**src/rtl/synth_pkg.sv**
```systemverilog
// Shared synthesiser definitions: operator count, accumulator sizing,
// phase output width and the control-side register map.
package synth_pkg;

  localparam int unsigned NUM_OPERATORS        = 32;
  localparam int unsigned ACCUMULATOR_WIDTH    = 24;
  localparam int unsigned PHASE_OUT_WIDTH      = 13;
  localparam int unsigned OPERATOR_INDEX_WIDTH = $clog2(NUM_OPERATORS);

  typedef logic [OPERATOR_INDEX_WIDTH-1:0] operator_index_t;
  typedef logic [ACCUMULATOR_WIDTH-1:0]    phase_step_t;

  // Register select on the write port; REG_RESERVED writes are dropped.
  typedef enum logic [1:0] {
    REG_PHASE_STEP = 2'd0,
    REG_WAVEFORM   = 2'd1,
    REG_KEY_ON     = 2'd2,
    REG_RESERVED   = 2'd3
  } register_select_t;

  typedef enum logic {
    STATE_IDLE  = 1'b0,
    STATE_SWEEP = 1'b1
  } sweep_state_t;

endpackage

```
**src/rtl/operator_ram.sv**
```systemverilog
// One-write, one-read synchronous RAM with a registered read port.
// A read and a write to the same address on the same edge returns the
// old contents. No reset so it maps onto block RAM.
module operator_ram #(
  parameter  int unsigned WIDTH      = 24,
  parameter  int unsigned DEPTH      = 32,
  localparam int unsigned ADDR_WIDTH = $clog2(DEPTH)
) (
  input  logic                  i_Clock,
  input  logic                  i_WriteEnable,
  input  logic [ADDR_WIDTH-1:0] i_WriteAddress,
  input  logic [WIDTH-1:0]      i_WriteData,
  input  logic [ADDR_WIDTH-1:0] i_ReadAddress,
  output logic [WIDTH-1:0]      o_ReadData
);

  logic [WIDTH-1:0] mem [DEPTH];

  // Write port and registered read port
  always_ff @(posedge i_Clock) begin
    if (i_WriteEnable) begin
      mem[i_WriteAddress] <= i_WriteData;
    end
    o_ReadData <= mem[i_ReadAddress];
  end

endmodule

```
**src/rtl/phase_generator.sv**
```systemverilog
// Time-multiplexed phase accumulator bank. Each sample tick sweeps every
// operator once: read (cycle k), add/write-back + output register (k+1),
// output visible (k+2).
module phase_generator #(
  parameter  int unsigned NUM_OPERATORS     = synth_pkg::NUM_OPERATORS,
  parameter  int unsigned ACCUMULATOR_WIDTH = synth_pkg::ACCUMULATOR_WIDTH,
  localparam int unsigned INDEX_WIDTH       = $clog2(NUM_OPERATORS)
) (
  input  logic                         i_Clock,
  input  logic                         i_Reset_n,
  input  logic                         i_SampleStart,
  input  logic                         i_WriteEnable,
  input  logic [INDEX_WIDTH-1:0]       i_WriteOperator,
  input  logic [1:0]                   i_WriteRegister,
  input  logic [ACCUMULATOR_WIDTH-1:0] i_WriteData,
  output logic [12:0]                  o_Phase,
  output logic                         o_Waveform,
  output logic [INDEX_WIDTH-1:0]       o_OperatorIndex,
  output logic                         o_Valid,
  output logic                         o_Busy,
  output logic                         o_SweepDone
);

  import synth_pkg::*;

  localparam logic [INDEX_WIDTH-1:0] LAST_OPERATOR = INDEX_WIDTH'(NUM_OPERATORS - 1);

  sweep_state_t           state;
  logic [INDEX_WIDTH-1:0] counter;
  logic                   start_accept;
  logic                   read_active;

  register_select_t       write_select;
  logic                   step_write;
  logic                   waveform_write;
  logic                   key_on_write;

  logic [NUM_OPERATORS-1:0] waveform_bits;
  logic [NUM_OPERATORS-1:0] key_on_flags;

  logic                   read_valid;
  logic [INDEX_WIDTH-1:0] read_index;
  logic                   read_key_on;
  logic                   read_waveform;

  logic [ACCUMULATOR_WIDTH-1:0] accumulator_rd;
  logic [ACCUMULATOR_WIDTH-1:0] step_rd;
  logic [ACCUMULATOR_WIDTH-1:0] used_accumulator;
  logic [ACCUMULATOR_WIDTH-1:0] next_accumulator;

  assign start_accept = i_SampleStart && !o_Busy;
  assign read_active  = (state == STATE_SWEEP);

  // Register port decode
  always_comb begin
    write_select   = register_select_t'(i_WriteRegister);
    step_write     = i_WriteEnable && (write_select == REG_PHASE_STEP);
    waveform_write = i_WriteEnable && (write_select == REG_WAVEFORM);
    key_on_write   = i_WriteEnable && (write_select == REG_KEY_ON);
  end

  // Sweep FSM, operator counter and busy flag (busy spans the pipeline tail)
  always_ff @(posedge i_Clock or negedge i_Reset_n) begin
    if (!i_Reset_n) begin
      state   <= STATE_IDLE;
      counter <= '0;
      o_Busy  <= 1'b0;
    end else begin
      case (state)
        STATE_IDLE: begin
          if (start_accept) begin
            state   <= STATE_SWEEP;
            counter <= '0;
          end
        end
        STATE_SWEEP: begin
          counter <= counter + INDEX_WIDTH'(1);
          if (counter == LAST_OPERATOR) begin
            state <= STATE_IDLE;
          end
        end
        default: state <= STATE_IDLE;
      endcase

      if (o_SweepDone) begin
        o_Busy <= 1'b0;
      end else if (start_accept) begin
        o_Busy <= 1'b1;
      end
    end
  end

  // Waveform select flop array, written from the register port only
  always_ff @(posedge i_Clock) begin
    if (waveform_write) begin
      waveform_bits[i_WriteOperator] <= i_WriteData[0];
    end
  end

  // Key-on flags: set on reset or write, cleared when consumed by a read;
  // a write on the clearing edge keeps the flag set
  always_ff @(posedge i_Clock or negedge i_Reset_n) begin
    if (!i_Reset_n) begin
      key_on_flags <= '1;
    end else begin
      for (int unsigned i = 0; i < NUM_OPERATORS; i++) begin
        if (key_on_write && (i_WriteOperator == INDEX_WIDTH'(i))) begin
          key_on_flags[i] <= 1'b1;
        end else if (read_active && (counter == INDEX_WIDTH'(i))) begin
          key_on_flags[i] <= 1'b0;
        end
      end
    end
  end

  // Read stage: capture per-operator side info alongside the RAM reads
  always_ff @(posedge i_Clock or negedge i_Reset_n) begin
    if (!i_Reset_n) begin
      read_valid    <= 1'b0;
      read_index    <= '0;
      read_key_on   <= 1'b0;
      read_waveform <= 1'b0;
    end else begin
      read_valid    <= read_active;
      read_index    <= counter;
      read_key_on   <= key_on_flags[counter];
      read_waveform <= waveform_bits[counter];
    end
  end

  operator_ram #(
    .WIDTH (ACCUMULATOR_WIDTH),
    .DEPTH (NUM_OPERATORS)
  ) u_accumulator_ram (
    .i_Clock        (i_Clock),
    .i_WriteEnable  (read_valid),
    .i_WriteAddress (read_index),
    .i_WriteData    (next_accumulator),
    .i_ReadAddress  (counter),
    .o_ReadData     (accumulator_rd)
  );

  operator_ram #(
    .WIDTH (ACCUMULATOR_WIDTH),
    .DEPTH (NUM_OPERATORS)
  ) u_step_ram (
    .i_Clock        (i_Clock),
    .i_WriteEnable  (step_write),
    .i_WriteAddress (i_WriteOperator),
    .i_WriteData    (i_WriteData),
    .i_ReadAddress  (counter),
    .o_ReadData     (step_rd)
  );

  // Key-on restarts the operator from zero; accumulator wraps unsigned
  always_comb begin
    used_accumulator = read_key_on ? '0 : accumulator_rd;
    next_accumulator = used_accumulator + step_rd;
  end

  // Output registers; data holds its last value when not valid
  always_ff @(posedge i_Clock or negedge i_Reset_n) begin
    if (!i_Reset_n) begin
      o_Phase         <= '0;
      o_Waveform      <= 1'b0;
      o_OperatorIndex <= '0;
      o_Valid         <= 1'b0;
      o_SweepDone     <= 1'b0;
    end else begin
      o_Valid     <= read_valid;
      o_SweepDone <= read_valid && (read_index == LAST_OPERATOR);
      if (read_valid) begin
        o_Phase         <= used_accumulator[ACCUMULATOR_WIDTH-1 -: PHASE_OUT_WIDTH];
        o_Waveform      <= read_waveform;
        o_OperatorIndex <= read_index;
      end
    end
  end

endmodule

```
**config.mk**
```make
export PLATFORM = sky130hd
export DESIGN_NAME = phase_generator
export DESIGN_NICKNAME = d
export VERILOG_FILES = /design/src/rtl/synth_pkg.sv /design/src/rtl/operator_ram.sv /design/src/rtl/phase_generator.sv
export SDC_FILE = /design/constraint.sdc
export NUM_CORES = 2
export LEC_CHECK = 0
export ABC_AREA = 0
export CORE_UTILIZATION = 61
export CTS_CLUSTER_DIAMETER = 100
export DETAILED_ROUTE_END_ITERATION = 16
export GPL_TIMING_DRIVEN = 0
export PLACE_DENSITY = 0.77
export SLEW_MARGIN = 30
export SYNTH_ARGS = -nofsm -noshare
export SYNTH_HDL_FRONTEND = slang
export SYNTH_SLANG_ARGS = --single-unit
export TNS_END_PERCENT = 5
```
**constraint.sdc**
```tcl
create_clock -name i_Clock -period 6 [get_ports i_Clock]
set_input_delay 1.2 -clock i_Clock [delete_from_list [all_inputs] [get_ports i_Clock]]
set_output_delay 1.2 -clock i_Clock [all_outputs]
set_load 0.005 [all_outputs]
```
# ---- Yosys cells after proc, flatten, opt, wreduce, memory -nomap -nowiden
# Memories as Yosys holds them, arrays and structs flattened. A register that Yosys moved wholly into a read port is not among the register bits.
# Index checks and enable logic that the tools add are counted.
dict set report word_totals {
  regBits 100
  latch_bits 0
  ram_bits 1536
  rom_bits 0
  input_bits 35
  output_inout_bits 22
  elab_cells 309
  mem_count 2
}
# name depth word_bits rd rd_clocked_by_memory_dff write_ports line_no
set memory_table {}
lappend memory_table {u_accumulator_ram.mem 32 24 1 1 1 operator_ram.sv:17} ;# logic [WIDTH-1:0] mem [DEPTH];
lappend memory_table {u_step_ram.mem 32 24 1 1 1 operator_ram.sv:17}
dict set report classes {
  n_addsub 2
  n_mul 0
  n_div 0
  magnitude_cmp 3
  eq_ne 66
  n_shift 0
  muxes 83
  bitwise_logic 1
  n_reduce_logical 107
}
# op n
set op_table {}
lappend op_table {{5-bit equality test, second input constant} 33}
lappend op_table {{5-bit by 4-bit equality test with 1-bit output, second input constant} 16}
lappend op_table {{1-bit two-way mux} 75}
lappend op_table {{1-bit logical AND} 70}
lappend op_table {{2-bit nonzero test} 33}
lappend op_table {{5-bit by 3-bit equality test with 1-bit output, second input constant} 8}
lappend op_table {{32-bit bitwise mux} 1}
lappend op_table {{24-bit adder} 1}
lappend op_table {{24-bit two-way mux} 1}
lappend op_table {{5-bit by 2-bit equality test with 1-bit output, second input constant} 4}
lappend op_table {{5-bit by 6-bit < comparator with 1-bit output, second input constant} 2}
lappend op_table {{1-bit binary-select mux with 5-bit select} 2}
lappend op_table {{5-bit by 1-bit equality test with 1-bit output, second input constant} 2}
lappend op_table {{5-bit zero test} 2}
lappend op_table {{5-bit one-hot mux with 2 select lines} 1}
lappend op_table {{5-bit by 1-bit adder with 5-bit output, second input constant} 1}
lappend op_table {{1-bit demux with 5-bit select} 1}
lappend op_table {{5-bit by 1-bit greater-or-equal comparator with 1-bit output, second input constant} 1}
lappend op_table {{5-bit two-way mux} 1}
lappend op_table {{2-bit by 1-bit equality test with 1-bit output, second input constant} 1}
lappend op_table {{2-bit equality test, second input constant} 1}
lappend op_table {{2-bit zero test} 1}
lappend op_table {{2-bit != test, second input constant} 1}
lappend op_table {{1-bit one-hot mux with 2 select lines} 1}
lappend op_table {{2 further kinds} 2}

# ---- Depth between registers and ports, before layout
dict set report logic_depth {
  depth_word 5
  mapped_depth 12
  mapped_depth_nobuf 10
}

# ---- By module
# Synthesis repeated with hierarchy kept, for this count alone.
dict set report unflattened {
  cells_unflattened 3942
  area_unflattened_um2 66598.9
}
# module n_inst cells_per_inst area_each_um2 seq_area_each_um2
set by_module_without_submodules {}
lappend by_module_without_submodules {operator_ram 2 1711 30483.0 23542.6}
lappend by_module_without_submodules {phase_generator 1 520 5632.9 2702.6}

# ---- Least setup slack after synthesis
# No wires, ideal clock.
dict set report synth_path {
  path_kind {flip-flop to flip-flop}
  startpoint {register read_key_on}
  endpoint {memory u_accumulator_ram.mem[0][20], data pin}
  setup_time_ns 0.445
  t_arrival_ns 3.923
  required_ns 5.555
  slack_ns 1.632
  path_stages_with_launch 13
  n_path_buf 2
  period_less_slack_ns 4.368
  cell_sequence {dfrtp_1 -> clkbuf_1 -> clkbuf_1 -> nor2b_1 -> ha_1 -> inv_1 -> fa_1 -> nand2b_1 -> a2111oi_2 -> o31ai_1 -> a21o_1 -> nor4bb_1 -> nor3_1}
}
dict set report synth_via {
  elab_chain_len 2
}
# item line_no
set synth_lines {}
lappend synth_lines {{start: declaration} phase_generator.sv:43} ;# logic read_key_on;
lappend synth_lines {{start signal: assignment} phase_generator.sv:126} ;# read_key_on <= key_on_flags[counter];
lappend synth_lines {{24-bit two-way mux} phase_generator.sv:157} ;# used_accumulator = read_key_on ? '0 : accumulator_rd;
lappend synth_lines {{24-bit adder} phase_generator.sv:158} ;# next_accumulator = used_accumulator + step_rd;
lappend synth_lines {{net next_accumulator[20]} phase_generator.sv:49} ;# logic [ACCUMULATOR_WIDTH-1:0] next_accumulator;
lappend synth_lines {{end: declaration} operator_ram.sv:17}
# The timed path passes the listed nets, and every way through them passes these cells.

# ---- Worst setup path after layout
dict set report layout_path {
  startpoint {register read_key_on}
  endpoint {memory u_accumulator_ram.mem[23][19], data pin}
}
# The elaborated chain is that of the path after synthesis.

==> metrics.yaml <==
cts_made_buffers: 163
setup_repair_after_global_routing_missed_its_margin: "false"
top_level_port_count: 57
async_flop_share_pct: 4.04
timing.critical_path.fanout_max: 17
worst_r2r_path_depth: 11
worst-r2r-setup-slack_ns: 0.96
clock_tree_from_tritoncts: "done"
die_h_um: 329
cp_cell_sequence: "clkbuf_1 -> clkbuf_1 -> nor2b_1 -> ha_1 -> clkbuf_1 -> a21boi_1 -> a31oi_1 -> o211ai_1 -> a21oi_1 -> xnor2_2 -> buf_4"
synth-seq-cells: 1684
antenna_found_initial: 4
power.ir.vdd_worst_mv: 0.541
category_of_the_worst_setup_path_launch_point: "register"
synth.cell_area_um2: 65200
number_of_global_route_vias_before_repair: 34400
yosysWarningCount: 0
postRouteWirelength_um: 174000
achievable-frequency_mhz: 198
cts_root_buffer_type: "sky130_fd_sc_hd__clkbuf_16"
hold_class: "register to register"
drt_first_iter_violations: 5321
synth-edff-count: 1568
setup.worst_path.end_class: "register"
post-synth-top-area-fraction_pct: 72.2
reg_to_reg_start: "read_key_on"
route.detailed.vias_per_inst: 7.02
detail-route-antenna-nets: 0
yosys_most_used_dff: "sky130_fd_sc_hd__edfxtp_1"
timing.final.ws_setup_ns: 0.959
final_nets: 3353
dr.pass1.iters: 12
final_cycle_share_pct: 84.0
remaining_drc_errors: 8
clock-sinks: 1684
gr-usage-met3_pct: 7.08
setup-violations-final: 0
ys_seq_area_share_pct: 76.3
drv_slew: 0
worstSetupPathType: "register to register"
cpMaxStageDelayCell: "sky130_fd_sc_hd__xnor2_2"
post-place-ws_ns: 1.23
clock_path_buffers: 3
ys_types: 52
num-fill-cells: 5673
row_count: 119
holdCritStartpoint: "read_active"
overflow: 0
p_per_area_nw_per_um2: 571
synth_cells: 2976
dp.final_hpwl_um: 108000
fp.coreArea_um2: 106000
outcome: "finished with violations"
syn_to_final_growth_pct: 15.7
reg2reg_to: "u_accumulator_ram.mem[23][19]"
leakage_nw: 24.1
finClkSkew_ns: 0.0389
synthDominantAreaCellType: "sky130_fd_sc_hd__edfxtp_1"
cp_data_arrival_time_ns: 5.64
netlist_top_cells_area: "sky130_fd_sc_hd__edfxtp_1 72%, sky130_fd_sc_hd__mux4_2 17%, sky130_fd_sc_hd__dfxtp_1 1.5%"
synth.net_count: 3041
vias: 33800
timing.hold.ws_ns: 0.380
place_congestion: 0.932
groute.layer.met1.usage_pct: 42.5
die_footprint_um2: 108000
grt_use_met2_pct: 53.1
grt_first_pass_wirelength_um: 245000
holdBufCountCts: 0
timing.slew.headroom_pct: 28.0
min_delay_path_depth: 0
final.min_clock_period_ns: 5.04
final_layout_size_suffix_gt1_share_pct: 31.1
worst_tran_pin_value_ns: 1.08
avgRoutedWirePerCell_um: 36.1
grt_max_degree: 49
worst_path_most_repeated_cell: "sky130_fd_sc_hd__clkbuf_1"
die_w_um: 329
cts.htree.levels: 4
clk_latency_ns: 0.79
numPortBuffers: 56
max_stage_delay_ns: 0.70
grt_most_used_layer: "met2"
global_route.usage.total_pct: 33.0
capture_endpoint_of_the_worst_hold_path: "read_valid"
post_synth.cell_area_avg_um2: 21.9
postCtsSetupBuffers: 0
failing_checks: "DRC"
cts_resized: 0
drv.max_cap_violation_count: 0
layout.cells.most_common: "sky130_fd_sc_hd__edfxtp_1"
most-common-layout-cells: "1,568 x sky130_fd_sc_hd__edfxtp_1, 500 x sky130_fd_sc_hd__mux4_2, 224 x sky130_fd_sc_hd__nand2_1"
post-route-util_pct: 71.5
cts.clk_slew.worst_paths_ns: 0.06
timing.critical_path.required_ns: 6.60
initial_utilization_pct: 61.8
hold_viol_final: 0
==> routing by layer <==
| layer | wire length (um) | vias up |
|---|---|---|
| met5 | 27 | - |
| met4 | 11000 | 4 |
| met3 | 18600 | 576 |
| met2 | 84500 | 2657 |
| met1 | 59500 | 17600 |
| li1 | - | 13000 |
==> worst max path at each step <==
stage	startpoint	endpoint
floorplan	read_key_on	u_accumulator_ram.mem[0][20]
global placement	read_key_on	u_accumulator_ram.mem[26][20]
detailed placement	read_key_on	u_accumulator_ram.mem[27][19]
CTS	read_key_on	u_accumulator_ram.mem[30][19]
global route	read_key_on	u_accumulator_ram.mem[22][19]
finish	read_key_on	u_accumulator_ram.mem[23][19]
==> stage by stage <==
stage	TNS, ns	instance area, um2	power, mW	std cells
detailed placement	0	70200	32.5	4514
floorplan	0	65200	26.2	2976
global route	0	75400	44.2	4812
global placement	-3.83	67500	30.7	4423
CTS	0	75500	42.9	4812
finish	0	75400	43.1	4813
==> cell usage after synthesis, types with 3 or more instances <==
| library cell | instances |
|---|---|
| sky130_fd_sc_hd__nand2b_1 | 7 |
| sky130_fd_sc_hd__buf_2 | 18 |
| sky130_fd_sc_hd__a21oi_1 | 22 |
| sky130_fd_sc_hd__clkbuf_1 | 95 |
| sky130_fd_sc_hd__ha_1 | 29 |
| sky130_fd_sc_hd__a31oi_1 | 4 |
| sky130_fd_sc_hd__nand4_1 | 5 |
| sky130_fd_sc_hd__xor2_1 | 8 |
| sky130_fd_sc_hd__mux4_2 | 500 |
| sky130_fd_sc_hd__nor2_1 | 114 |
| sky130_fd_sc_hd__buf_1 | 7 |
| sky130_fd_sc_hd__or3b_2 | 3 |
| sky130_fd_sc_hd__nand3_1 | 11 |
| sky130_fd_sc_hd__nor3_1 | 5 |
| sky130_fd_sc_hd__o211ai_1 | 6 |
| sky130_fd_sc_hd__o21ai_0 | 78 |
| sky130_fd_sc_hd__xnor2_1 | 13 |
| sky130_fd_sc_hd__o21a_1 | 3 |
| sky130_fd_sc_hd__buf_6 | 9 |
| sky130_fd_sc_hd__a21o_1 | 5 |
| sky130_fd_sc_hd__dfstp_2 | 32 |
| sky130_fd_sc_hd__buf_4 | 25 |
| sky130_fd_sc_hd__mux2i_1 | 3 |
| sky130_fd_sc_hd__dfxtp_1 | 48 |
| sky130_fd_sc_hd__nand3b_1 | 7 |
| sky130_fd_sc_hd__mux2_2 | 20 |
| sky130_fd_sc_hd__edfxtp_1 | 1568 |
| sky130_fd_sc_hd__inv_1 | 10 |
| sky130_fd_sc_hd__nand2_1 | 224 |
| sky130_fd_sc_hd__and3_1 | 3 |
| sky130_fd_sc_hd__nor2b_1 | 29 |
| sky130_fd_sc_hd__nor3b_1 | 4 |
| sky130_fd_sc_hd__dfrtp_1 | 36 |
==> logic make-up (layout without fill, tap and decap cells) <==
| kind of cell | Yosys count | count (layout) | share of synthesized area (%) |
|---|---|---|---|
| AO/OA/AOI/OAI | 131 | 131 | 1.13 |
| XOR/XNOR | 21 | 21 | 0.282 |
| adder cells (fa/ha/maj) | 30 | 30 | 0.587 |
| buffers and inverters | 165 | 610 | 1.23 |
| flip-flops | 1684 | 1684 | 76.3 |
| multiplexers | 523 | 523 | 17.7 |
| other | 0 | 1 | 0 |
| AND/OR/NAND/NOR | 422 | 422 | 2.77 |
==> flip-flops by register name, summed over array words and instances, names as in the netlist <==
name and flops:
o_Busy 1, counter 5, o_Waveform 1, read_active 1, o_SweepDone 1, read_key_on 1, waveform_bits 32, u_accumulator_ram.mem 768
u_accumulator_ram.o_ReadData 24, key_on_flags 32, read_valid 1, read_waveform 1, u_step_ram.o_ReadData 24, read_index 5, o_Phase 13, o_OperatorIndex 5
o_Valid 1, u_step_ram.mem 768
==> power breakdown <==
group	switching (mW)	internal (mW)
Sequential	0.557	17.1
Combinational	9.51	5.70
Clock	4.40	5.86
Total	14.5	28.6
==> final cells by class <==
class / instances / area (um2) / area share, %
well taps: 1391 / 1740 / 2.31
clock buffers: 218 / 4480 / 5.94
clock inverters: 80 / 820 / 1.09
inverters: 11 / 41.3 / 0.0547
flip-flops and latches: 1684 / 49800 / 66.0
repair buffers: 147 / 2440 / 3.24
multi-input cells: 1127 / 15300 / 20.3
plain buffers: 154 / 786 / 1.04
diodes: 1 / 2.50 / 0.00332
==> critical path, delay by kind of cell, from the launching register on <==
family / cells / cell delay, ns
buffers and inverters: 4 / 1.62
adder cells (fa/ha/maj): 1 / 0.30
AND/OR/NAND/NOR: 1 / 0.13
flip-flops: 1 / 0.64
XOR/XNOR: 1 / 0.70
AO/OA/AOI/OAI: 4 / 1.43
Power figures use the tool's default switching activity.
